==> src/rtl/load_store_unit.sv <==
// Load/store unit: data-memory initiator for the 3-stage pipeline.
// Aligns byte lanes, drives write strobes and extends load data.
module load_store_unit #(
  parameter int WIDTH = 32
) (
  input  logic             clk,
  input  logic             rst,
  input  logic             lsu_req,
  input  logic             lsu_we,
  input  logic [2:0]       lsu_funct3,
  input  logic [WIDTH-1:0] lsu_addr,
  input  logic [WIDTH-1:0] lsu_wdata,
  output logic             lsu_stall,
  output logic             lsu_done,
  output logic             lsu_fault,
  output logic [WIDTH-1:0] lsu_rdata,
  output logic             mem_valid,
  input  logic             mem_ready,
  output logic             mem_we,
  output logic [WIDTH-1:0] mem_addr,
  output logic [3:0]       mem_wstrb,
  output logic [WIDTH-1:0] mem_wdata,
  input  logic             mem_rvalid,
  input  logic [WIDTH-1:0] mem_rdata
);

  typedef enum logic [2:0] {
    IDLE,
    REQ,
    WAIT,
    DONE,
    FAULT
  } state_t;

  state_t state_q;
  state_t state_d;

  logic       we_q;
  logic [2:0] f3_q;
  logic [1:0] off_q;

  logic             illegal;
  logic             misaligned;
  logic             accept;
  logic [3:0]       st_strb;
  logic [WIDTH-1:0] st_data;
  logic [WIDTH-1:0] lane;
  logic [WIDTH-1:0] ld_data;

  assign accept = (state_q == IDLE) & lsu_req;

  always_comb begin
    illegal    = 1'b0;
    misaligned = 1'b0;
    if (lsu_we) begin
      illegal = lsu_funct3[2] | (lsu_funct3[1:0] == 2'b11);
    end else begin
      illegal = (lsu_funct3 == 3'b011) | (lsu_funct3[2:1] == 2'b11);
    end
    unique case (lsu_funct3[1:0])
      2'b01:   misaligned = lsu_addr[0];
      2'b10:   misaligned = |lsu_addr[1:0];
      default: misaligned = 1'b0;
    endcase
  end

  always_comb begin
    st_strb = 4'b1111;
    st_data = lsu_wdata;
    unique case (lsu_funct3[1:0])
      2'b00: begin
        st_strb = 4'b0001 << lsu_addr[1:0];
        st_data = {4{lsu_wdata[7:0]}};
      end
      2'b01: begin
        st_strb = 4'b0011 << lsu_addr[1:0];
        st_data = {2{lsu_wdata[15:0]}};
      end
      default: begin
        st_strb = 4'b1111;
        st_data = lsu_wdata;
      end
    endcase
  end

  // Bring the addressed lane down to bit 0 before extension.
  assign lane = mem_rdata >> {off_q, 3'b000};

  always_comb begin
    ld_data = lane;
    unique case (f3_q)
      3'b000:  ld_data = {{(WIDTH-8){lane[7]}}, lane[7:0]};
      3'b100:  ld_data = {{(WIDTH-8){1'b0}}, lane[7:0]};
      3'b001:  ld_data = {{(WIDTH-16){lane[15]}}, lane[15:0]};
      3'b101:  ld_data = {{(WIDTH-16){1'b0}}, lane[15:0]};
      default: ld_data = lane;
    endcase
  end

  always_comb begin
    state_d = state_q;
    unique case (state_q)
      IDLE: begin
        if (lsu_req) begin
          state_d = (illegal | misaligned) ? FAULT : REQ;
        end
      end
      REQ: begin
        if (mem_ready) begin
          state_d = we_q ? DONE : WAIT;
        end
      end
      WAIT: begin
        if (mem_rvalid) begin
          state_d = DONE;
        end
      end
      DONE:    state_d = IDLE;
      FAULT:   state_d = IDLE;
      default: state_d = IDLE;
    endcase
  end

  always_ff @(posedge clk or posedge rst) begin
    if (rst) begin
      state_q <= IDLE;
    end else begin
      state_q <= state_d;
    end
  end

  always_ff @(posedge clk or posedge rst) begin
    if (rst) begin
      we_q      <= 1'b0;
      f3_q      <= 3'b000;
      off_q     <= 2'b00;
      mem_valid <= 1'b0;
      mem_we    <= 1'b0;
      mem_addr  <= '0;
      mem_wstrb <= 4'b0000;
      mem_wdata <= '0;
      lsu_done  <= 1'b0;
      lsu_fault <= 1'b0;
      lsu_rdata <= '0;
    end else begin
      mem_valid <= (state_d == REQ);
      lsu_done  <= (state_d == DONE) | (state_d == FAULT);
      lsu_fault <= (state_d == FAULT);
      if (accept) begin
        we_q  <= lsu_we;
        f3_q  <= lsu_funct3;
        off_q <= lsu_addr[1:0];
      end
      // Faulting requests never reach the memory-side registers.
      if (accept && (state_d == REQ)) begin
        mem_we    <= lsu_we;
        mem_addr  <= {lsu_addr[WIDTH-1:2], 2'b00};
        mem_wstrb <= lsu_we ? st_strb : 4'b0000;
        mem_wdata <= lsu_we ? st_data : '0;
      end
      if ((state_q == WAIT) && mem_rvalid) begin
        lsu_rdata <= ld_data;
      end
    end
  end

  always_comb begin
    lsu_stall = 1'b0;
    if (!rst) begin
      unique case (state_q)
        IDLE:    lsu_stall = lsu_req;
        REQ:     lsu_stall = 1'b1;
        WAIT:    lsu_stall = 1'b1;
        default: lsu_stall = 1'b0;
      endcase
    end
  end

endmodule

==> config.mk <==
export PLATFORM = sky130hd
export DESIGN_NAME = load_store_unit
export DESIGN_NICKNAME = d
export VERILOG_FILES = /design/src/rtl/load_store_unit.sv
export SDC_FILE = /design/constraint.sdc
export NUM_CORES = 1
export LEC_CHECK = 0
export ABC_AREA = 1
export CORE_MARGIN = 5
export CORE_UTILIZATION = 38
export CTS_BUF_LIST = sky130_fd_sc_hd__clkbuf_4 sky130_fd_sc_hd__clkbuf_8 sky130_fd_sc_hd__clkbuf_16
export DETAILED_ROUTE_END_ITERATION = 10
export MAX_ROUTING_LAYER = met4
export PLACE_DENSITY_LB_ADDON = 0.25
export SLEW_MARGIN = 20
export SYNTH_ARGS = -nofsm -noshare
export SYNTH_HDL_FRONTEND = slang
export SYNTH_SLANG_ARGS = --single-unit
==> constraint.sdc <==
create_clock -name clk -period 4.5 [get_ports clk]
set_clock_uncertainty 0.2 [all_clocks]
set_input_delay 0.9 -clock clk [delete_from_list [all_inputs] [get_ports clk]]
set_output_delay 0.9 -clock clk [all_outputs]
set_load 0.02 [all_outputs]
==> results.toml, run 1 <==
[status]
status = "finished clean"

[critical_path]
crit_chain = "clkdlybuf4s50_1 -> nand3_2 -> a31oi_1 -> clkdlybuf4s50_1"
worst_setup_path_end_kind = "primary output"
cp_common_cell = "clkdlybuf4s50_1"
cp.arrival_ns = 2.47
crit_fanout = 14
critPathLaunchType = "primary input"
worstSetupPathType = "in2out"
timing.rr.start = "off_q[1]"
r2r-end = "lsu_rdata[13]"
slowest_stage = "clkdlybuf4s50_1"
reg2reg_depth = 6
worstPathRequired_ns = 3.40
reg2reg_slack_ns = 1.80
cp_slowest_stage_delay_ns = 0.62

[worst_hold_path]
min_from = "lsu_rdata[0]"
hold_depth = 2
hold_path_class = "reg2reg"
holdPathEnd = "lsu_rdata[0]"

[timing]
maxClockFrequency_ghz = 0.2801
fin_tns_setup_ns = 0
layout_min_cycle_time_ns = 3.570
hold_violations = 0
rsz0062_at_grt = "false"
hold_slack_ns = 0.2800
finalCritPeriodShare = 0.7934
tightestPinTransition_ns = 0.9405
slew_headroom = 0.3712
setup_viol = 0
drv_slew = 0

[layout]
nNetsFinal = 1046
n_antenna_cell = 0
stdcell_area_sq_um = 8024
fillerInstances = 1353
drive_gt1_frac = 0.04352
final_common_cell = "nand2_1"
mostFrequentLayoutCells = "nand2_1, clkdlybuf4s50_1, dfrtp_1"
area_growth_pct = 44.14

[grt]
grt_pass1_vias = 5195
overflow = 0
grt_use_total = 0.2006
grt_max_degree = 82
antenna_found_initial = 0
grt_pass1_wl_um = 26410

[clock_network]
cts_setup_buffers = 0
cts-root-buf = "clkbuf_16"
cts_num_sinks = 111
holdBufCountCts = 0
clk_pin_slew_worst_paths_ns = 0.08
numCtsBuffers = 9
cts_resized = 0
clk_latency_ns = 0.35
h-tree-depth = 3
cts_tree = "yes"
clockBufferDepth = 2

[power]
power.density_nw_per_um2 = 676.2
ir_worst_vdd_uv = 305.2
power_w = 0.005426
cellLeakagePower_nw = 3.953

[placement]
portBuffers = 207
gp_congestion = 0.8660
place_area_sq_um = 7736
dp_hpwl_um = 11750

[flow_run]
maxCapViolCount = 0

[drt]
detail_route.wl_per_cell_um = 14.58
route.detailed.drc = 0
firstDrtPassIters = 5
drtAntennaViolNets = 0
num_vias = 5289
drtIter0Drc = 351
avgViaCountPerCell = 4.697
wirelength_um = 16410

[die]
die_x_um = 131.0
initial_core_util = 0.3859
coreArea_sq_um = 14420
fp-row-count = 44
ios = 210
dieArea_sq_um = 17170
die_h_um = 131.0

[synthesis]
synth_cell_types = 25
ys_warn_count = 0
syn-cell-area_sq_um = 5567
syn_avg_cell_area_sq_um = 7.383
synthCells = 754
seq_area_frac_synth = 0.4990
ys_seq_elements = 111
per-stage QoR:
step / utilization / std cells / worst slack (ns)
final: 0.5563 / 1126 / 0.9296
after global routing: 0.5563 / 1126 / 0.7926
after CTS: 0.5563 / 1126 / 0.9020
after detailed placement: 0.5363 / 1110 / 0.9168
after global placement: 0.5363 / 1110 / 0.9187
after floorplan: - / 755 / 0.4693
final cells by class:
| cell class | count | area, sq um | area share |
|---|---|---|---|
| Clock inverter | 7 | 62.56 | 0.007797 |
| Inverter | 46 | 175.2 | 0.02183 |
| Clock buffer | 9 | 225.2 | 0.02807 |
| Sequential cell | 111 | 2778 | 0.3462 |
| Tap cell | 184 | 230.2 | 0.02869 |
| Timing Repair Buffer | 213 | 2142 | 0.2670 |
| Multi-Input combinational cell | 556 | 2411 | 0.3005 |
Yosys cell counts (all sizes together):
library cell | number | area, sq um
ha | 4 | 50.05
conb | 1 | 3.750
a31oi | 1 | 6.260
buf | 32 | 171.4
inv | 46 | 172.7
a21boi | 1 | 7.510
o211ai | 7 | 52.55
nor3 | 1 | 5.000
a21oi | 17 | 85.08
nor2 | 45 | 186.4
clkbuf | 10 | 37.54
dfrtp | 111 | 2778
nand2 | 350 | 1319
o21ai | 40 | 200.2
or2 | 25 | 156.4
nand3 | 63 | 335.3
sequential cells by signal, indices dropped and copies added, names as in the netlist:
| register | count |
|---|---|
| mem_wstrb | 4 |
| lsu_done | 1 |
| mem_we | 1 |
| state_q | 3 |
| mem_valid | 1 |
| off_q | 2 |
| mem_addr | 30 |
| f3_q | 3 |
| mem_wdata | 32 |
| lsu_rdata | 32 |
| we_q | 1 |
| lsu_fault | 1 |
critical path: cells and delay by family:
family          cells  cell delay (ns)
compound gates      1             0.22
simple gates        1             0.25
buf+inv             2             1.09
worst max-delay path by stage:
stage             from   endpoint  slack [ns]  cells after the start
6_report       lsu_req  lsu_stall        0.93                      4
3_3_place_gp   lsu_req  lsu_stall        0.92                      4
3_5_place_dp   lsu_req  lsu_stall        0.92                      4
2_1_floorplan      rst    f3_q[0]        0.47                      1
5_1_grt        lsu_req  lsu_stall        0.79                      4
4_1_cts        lsu_req  lsu_stall        0.90                      4
routing by layer:
| layer | wire length, um | share of wire | global-route usage |
|---|---|---|---|
| met3 | 1496 | 0.091 | 0.05854 |
| met2 | 7517 | 0.46 | 0.3091 |
| met4 | 178 | 0.011 | 0.05082 |
| met5 | 0 | 0 | - |
| met1 | 7220 | 0.44 | 0.2608 |
cell families (layout without fill, tap and decap cells):
kind of cell	after synthesis	after routing	synth area share
flip-flops	111	111	0.4990
AND/OR/NAND/NOR	484	484	0.3596
other	1	2	0.0006737
adder cells (fa/ha/maj)	4	4	0.008991
buffers and inverters	88	275	0.06856
AO/OA/AOI/OAI	66	66	0.06316
power by group:
group | internal, W | total [W] | switching (W) | leakage [nW]
Clock | 0.000389 | 0.000787 | 0.000398 | 0.138
Sequential | 0.00149 | 0.00177 | 0.000284 | 1.39
Combinational | 0.00127 | 0.00287 | 0.00160 | 2.43
Total | 0.00314 | 0.00543 | 0.00228 | 3.95
No activity file was read; power rests on OpenSTA's default activity.
==> inputs of run 2 (changes only) <==
- clock period: 4.5 -> 3 ns (I/O delays scaled with it)
==> run 2 against run 1 <==
Non-clock buffer count increased by 12. Die area unchanged. Largest power group unchanged. Worst setup slack got worse by 0.64 ns. Count of clock-buffer cells in the layout increased by 2. Sequential cell count unchanged. Via count increased by 1.0%. First-iteration DRC count increased by 4.3%. Combinational power increased by 52%. Worst hold slack got worse by 0.00096 ns.
==> results.toml, run 2 (synthesis gave the netlist of run 1 again) <==
[critical_path]
r2r-end = "lsu_rdata[25]"
crit_chain = "clkdlybuf4s50_1 -> nand3_2 -> a31oi_1 -> clkdlybuf4s50_1"
critPathLaunch = "lsu_req"
cp.arrival_ns = 1.91
cp_top_family = "buffers and inverters"
cp_common_cell = "clkdlybuf4s50_1"
timing.rr.start = "off_q[0]"
worst_setup_path_end_kind = "primary output"
crit_fanout = 2
worstPathRequired_ns = 2.20
worst-path-buf-inv = 2
worstSetupPathType = "in2out"
reg2reg_slack_ns = 1.07
critPathLaunchType = "primary input"
setup.worst_path.end = "lsu_stall"
slowest_stage = "clkdlybuf4s50_1"
worst-path-stages = 4
cp_slowest_stage_delay_ns = 0.62
reg2reg_depth = 9

[layout]
area_growth_pct = 46.28
mostFrequentLayoutCells = "nand2_1, clkdlybuf4s50_1, dfrtp_1"
fillerInstances = 1369
utilization = 0.5645
stdcell_count = 1139
drive_gt1_frac = 0.05556
final_common_cell = "nand2_1"
reg.largest.list = "lsu_rdata: 32 flops, mem_wdata: 32 flops, mem_addr: 30 flops"
nNetsFinal = 1058

[power]
pwr-share-clk = 0.143
ir_worst_vdd_uv = 583.7
switchingPower_w = 0.003413
cellLeakagePower_nw = 4.013
p_seq_frac = 0.324
p_int_w = 0.004786
combPwrFrac = 0.532
power.density_nw_per_um2 = 1007
sw_frac_of_total = 0.4163

[drt]
route.detailed.drc = 0
drtIter0Drc = 366
avgViaCountPerCell = 4.692
wl_met3_um = 1473
drtAntennaViolNets = 0
detail_route.wl_per_cell_um = 14.53
routed.top_layer = "met4"
wirelength_um = 16550
firstDrtPassIters = 6
dr_wl_met2_um = 7434
met1_length_um = 7304
num_vias = 5344

[clock_network]
clk_pin_slew_worst_paths_ns = 0.07
cts_tree = "yes"
h-tree-depth = 3
clockBufferDepth = 2
cts_num_sinks = 111
cts-root-buf = "clkbuf_16"
cts_resized = 0
cts_setup_buffers = 0
holdBufCountCts = 0
numCtsBuffers = 9
clk_latency_ns = 0.35

[timing]
rsz0062_at_grt = "false"
layout_min_cycle_time_ns = 2.707
hold_violations = 0
setup_viol = 0
maxClockFrequency_ghz = 0.3695
tightestPinTransition_ns = 0.5718
slew_headroom = 0.6183
fin_tns_setup_ns = 0
finalCritPeriodShare = 0.9022
drv_slew = 0

[grt]
grt_max_degree = 56
grt_use_total = 0.2033
antenna_found_initial = 1
overflow = 0
grt_pass1_wl_um = 26620
grt_pass1_vias = 5230

[placement]
place_inst = 1122
dp_hpwl_um = 12190
gp_congestion = 0.8651
portBuffers = 207

[die]
ios = 210
dieArea_sq_um = 17170
die_x_um = 131.0
coreArea_sq_um = 14420
fp-row-count = 44
initial_core_util = 0.3859
die_h_um = 131.0

[status]
status = "finished clean"

[flow_run]
maxCapViolCount = 0

[worst_hold_path]
hold_path_class = "reg2reg"
## run 2: changes by cell type in the layout (fill, tap and decap cells not counted), sizes merged
cell,previous run,this run
buf,6,18
inv,50,47
clkbuf,9,11
clkinvlp,2,3
diode,0,1
## run 2: area by class of cell
type | instances | area [sq um] | area share
diodes | 1 | 2.502 | 0.0003073
clock inverters | 5 | 41.29 | 0.005071
well taps | 184 | 230.2 | 0.02827
repair buffers | 225 | 2257 | 0.2772
inverters | 46 | 176.4 | 0.02167
multi-input cells | 556 | 2411 | 0.2961
clock buffers | 11 | 246.5 | 0.03027
flip-flops and latches | 111 | 2778 | 0.3411
## run 2: how the worst min path moves through the flow
stage / start / end / slack (ns) / cells past startpoint
after CTS: mem_addr[4] / mem_addr[4] / 0.28 / 2
after floorplan: f3_q[0] / f3_q[0] / 0.25 / 2
after global routing: mem_wdata[18] / mem_wdata[18] / 0.30 / 2
final: mem_addr[11] / mem_addr[11] / 0.28 / 2
after detailed placement: mem_wdata[9] / mem_wdata[9] / 0.26 / 2
after global placement: mem_addr[12] / mem_addr[12] / 0.26 / 2
## run 2: power groups by stage
stage          clock network (W)  logic, W  registers, W
2_1_floorplan                  0   0.00158       0.00346
3_3_place_gp                   0   0.00437       0.00267
3_5_place_dp                   0   0.00441       0.00267
4_1_cts                  0.00122   0.00442       0.00267
5_1_grt                  0.00128   0.00477       0.00276
6_report                 0.00117   0.00436       0.00266
## run 2: worst min-delay path, cell delays in order (launching register included)
cell,delay (ns)
dfrtp_1,0.34
nand2_1,0.05
nand2_1,0.05
## run 2: metrics by stage
step | setup slack [ns] | cell area (sq um) | hold WS, ns | power [W]
after floorplan | 0.8565 | 5574 | 0.2530 | 0.005036
after global placement | 0.2801 | 7853 | 0.2612 | 0.007042
after detailed placement | 0.2791 | 7853 | 0.2638 | 0.007075
after CTS | 0.2779 | 8140 | 0.2835 | 0.008306
after global routing | 0.1962 | 8143 | 0.3015 | 0.008808
final | 0.2934 | 8143 | 0.2790 | 0.008199
## run 2: layer usage
layer  vias to the layer above  track usage
met3                        24      0.05772
li1                       2730            -
met1                      2409       0.2639
met4                         0      0.06534
met2                       181       0.3085
met5                         -            -
==> inputs of run 3 (changes only) <==
- DONT_BUFFER_PORTS: default -> 1
==> run 3 against run 2 <==
Maximum frequency rose by 6.4%. Count of clock-buffer cells in the layout is 2 lower. Clock power hardly changed. Critical path depth shrank 1. Via count decreased by 12%. Global-route usage shrank 1.6 points. Combinational power down 56%.
==> results.toml, run 3 (synthesis gave the netlist of run 1 again) <==
[timing]
fin_tns_setup_ns = 0
layout_min_cycle_time_ns = 2.544
finalCritPeriodShare = 0.8480
drv_slew = 0
fin_ws_ns = 0.4561
rsz0062_at_grt = "false"
setup_viol = 0
hold_violations = 0
maxClockFrequency_ghz = 0.3931
tightestPinTransition_ns = 0.8176
slew_headroom = 0.4538

[status]
status = "finished clean"

[power]
ir_worst_vdd_uv = 422.0
p_seq_frac = 0.543
combPwrFrac = 0.281
p_int_w = 0.003506
pwr-share-clk = 0.176
sw_frac_of_total = 0.4818
cellLeakagePower_nw = 3.201
switchingPower_w = 0.003260
power.density_nw_per_um2 = 1120

[critical_path]
timing.rr.start = "state_q[2]"
critPathLaunchType = "flip-flop"
critPathLaunch = "state_q[2]"
setup.worst_path.end = "lsu_stall"
r2r-end = "mem_addr[9]"
reg2reg_depth = 6
reg2reg_slack_ns = 0.81
crit_fanout = 14
worstSetupPathType = "reg2out"
worst_setup_path_end_kind = "primary output"
worstPathRequired_ns = 2.20
cp.arrival_ns = 1.74

[clock_network]
cts_tree = "yes"
clk_latency_ns = 0.35
clk_pin_slew_worst_paths_ns = 0.08
clockBufferDepth = 2
cts_num_sinks = 111
h-tree-depth = 3
cts-root-buf = "clkbuf_16"
holdBufCountCts = 0
numCtsBuffers = 9
cts_setup_buffers = 0
cts_resized = 0

[grt]
grt_pass1_wl_um = 24430
grt_use_total = 0.1874
antenna_found_initial = 0
grt_max_degree = 56
overflow = 0
grt_pass1_vias = 4699

[die]
initial_core_util = 0.3859
die_h_um = 131.0
fp-row-count = 44
dieArea_sq_um = 17170
die_x_um = 131.0
ios = 210
coreArea_sq_um = 14420

[drt]
wirelength_um = 15660
firstDrtPassIters = 5
avgViaCountPerCell = 5.070
drtIter0Drc = 329
drtAntennaViolNets = 0
route.detailed.drc = 0
detail_route.wl_per_cell_um = 16.95
num_vias = 4685

[layout]
mostFrequentLayoutCells = "nand2_1, dfrtp_1, nand3_1"
area_growth_pct = 8.496
stdcell_area_sq_um = 6040
nNetsFinal = 844
n_antenna_cell = 0
reg.largest.list = "lsu_rdata: 32 flops, mem_wdata: 32 flops, mem_addr: 30 flops"
final_common_cell = "nand2_1"
drive_gt1_frac = 0.06216

[placement]
dp_slack_ns = 0.3264
portBuffers = 0
place_area_sq_um = 5720
gp_congestion = 0.9130
dp_hpwl_um = 11390

[flow_run]
maxCapViolCount = 0

[worst_hold_path]
hold_path_class = "in2async"
[run 3: changes by cell type in the layout (fill, tap and decap cells not counted), sizes merged]
| cell | delta |
|---|---|
| clkinv | +2 |
| diode | -1 |
| clkdlybuf4s50 | -207 |
| clkinvlp | -1 |
| clkbuf | -2 |
| inv | +1 |
| buf | -7 |
[run 3: layout make-up]
cell class | instances | area, sq um
Sequential cell | 111 | 2778
Inverter | 46 | 176.4
Timing Repair Buffer | 11 | 152.6
Fill cell | 1497 | 8384
Clock buffer | 9 | 225.2
Tap cell | 184 | 230.2
Clock inverter | 7 | 66.31
Multi-Input combinational cell | 556 | 2411
[run 3: stage by stage]
stage	hold WS, ns	std cells	power [W]	util
2_1_floorplan	0.2530	755	0.005036	-
3_3_place_gp	0.2831	907	0.005542	0.3966
3_5_place_dp	0.2774	907	0.005621	0.3966
4_1_cts	0.08196	923	0.006840	0.4168
5_1_grt	0.1123	924	0.007287	0.4187
6_report	0.05681	924	0.006766	0.4187
[run 3: power by group through the flow]
| stage | Combinational (W) | Clock (W) | Sequential (W) |
|---|---|---|---|
| finish | 0.00190 | 0.00119 | 0.00368 |
| global route | 0.00222 | 0.00128 | 0.00379 |
| CTS | 0.00191 | 0.00123 | 0.00370 |
| detailed placement | 0.00191 | 0 | 0.00371 |
| global placement | 0.00183 | 0 | 0.00371 |
| floorplan | 0.00158 | 0 | 0.00346 |
[run 3: critical path: stages, from the launching register on]
cell and delay, ns:
dfrtp_1 0.40, nor2_2 0.18, nand3_2 0.29, a31oi_1 0.53
[run 3: worst min-delay path by stage]
| stage | startpoint | to | slack [ns] | depth (start not counted) |
|---|---|---|---|---|
| 2_1_floorplan | f3_q[0] | f3_q[0] | 0.25 | 2 |
| 3_3_place_gp | f3_q[0] | f3_q[0] | 0.28 | 2 |
| 3_5_place_dp | f3_q[0] | f3_q[0] | 0.28 | 2 |
| 4_1_cts | rst | lsu_rdata[27] | 0.08 | 1 |
| 5_1_grt | rst | lsu_rdata[26] | 0.11 | 1 |
| 6_report | rst | lsu_rdata[27] | 0.06 | 1 |
[run 3: metal layers]
layer	GRT usage	up-vias	share of wire
met5	-	-	0
met4	0.05626	0	0.018
met3	0.07317	20	0.12
met2	0.2984	188	0.48
met1	0.2200	2183	0.38
li1	-	2294	-
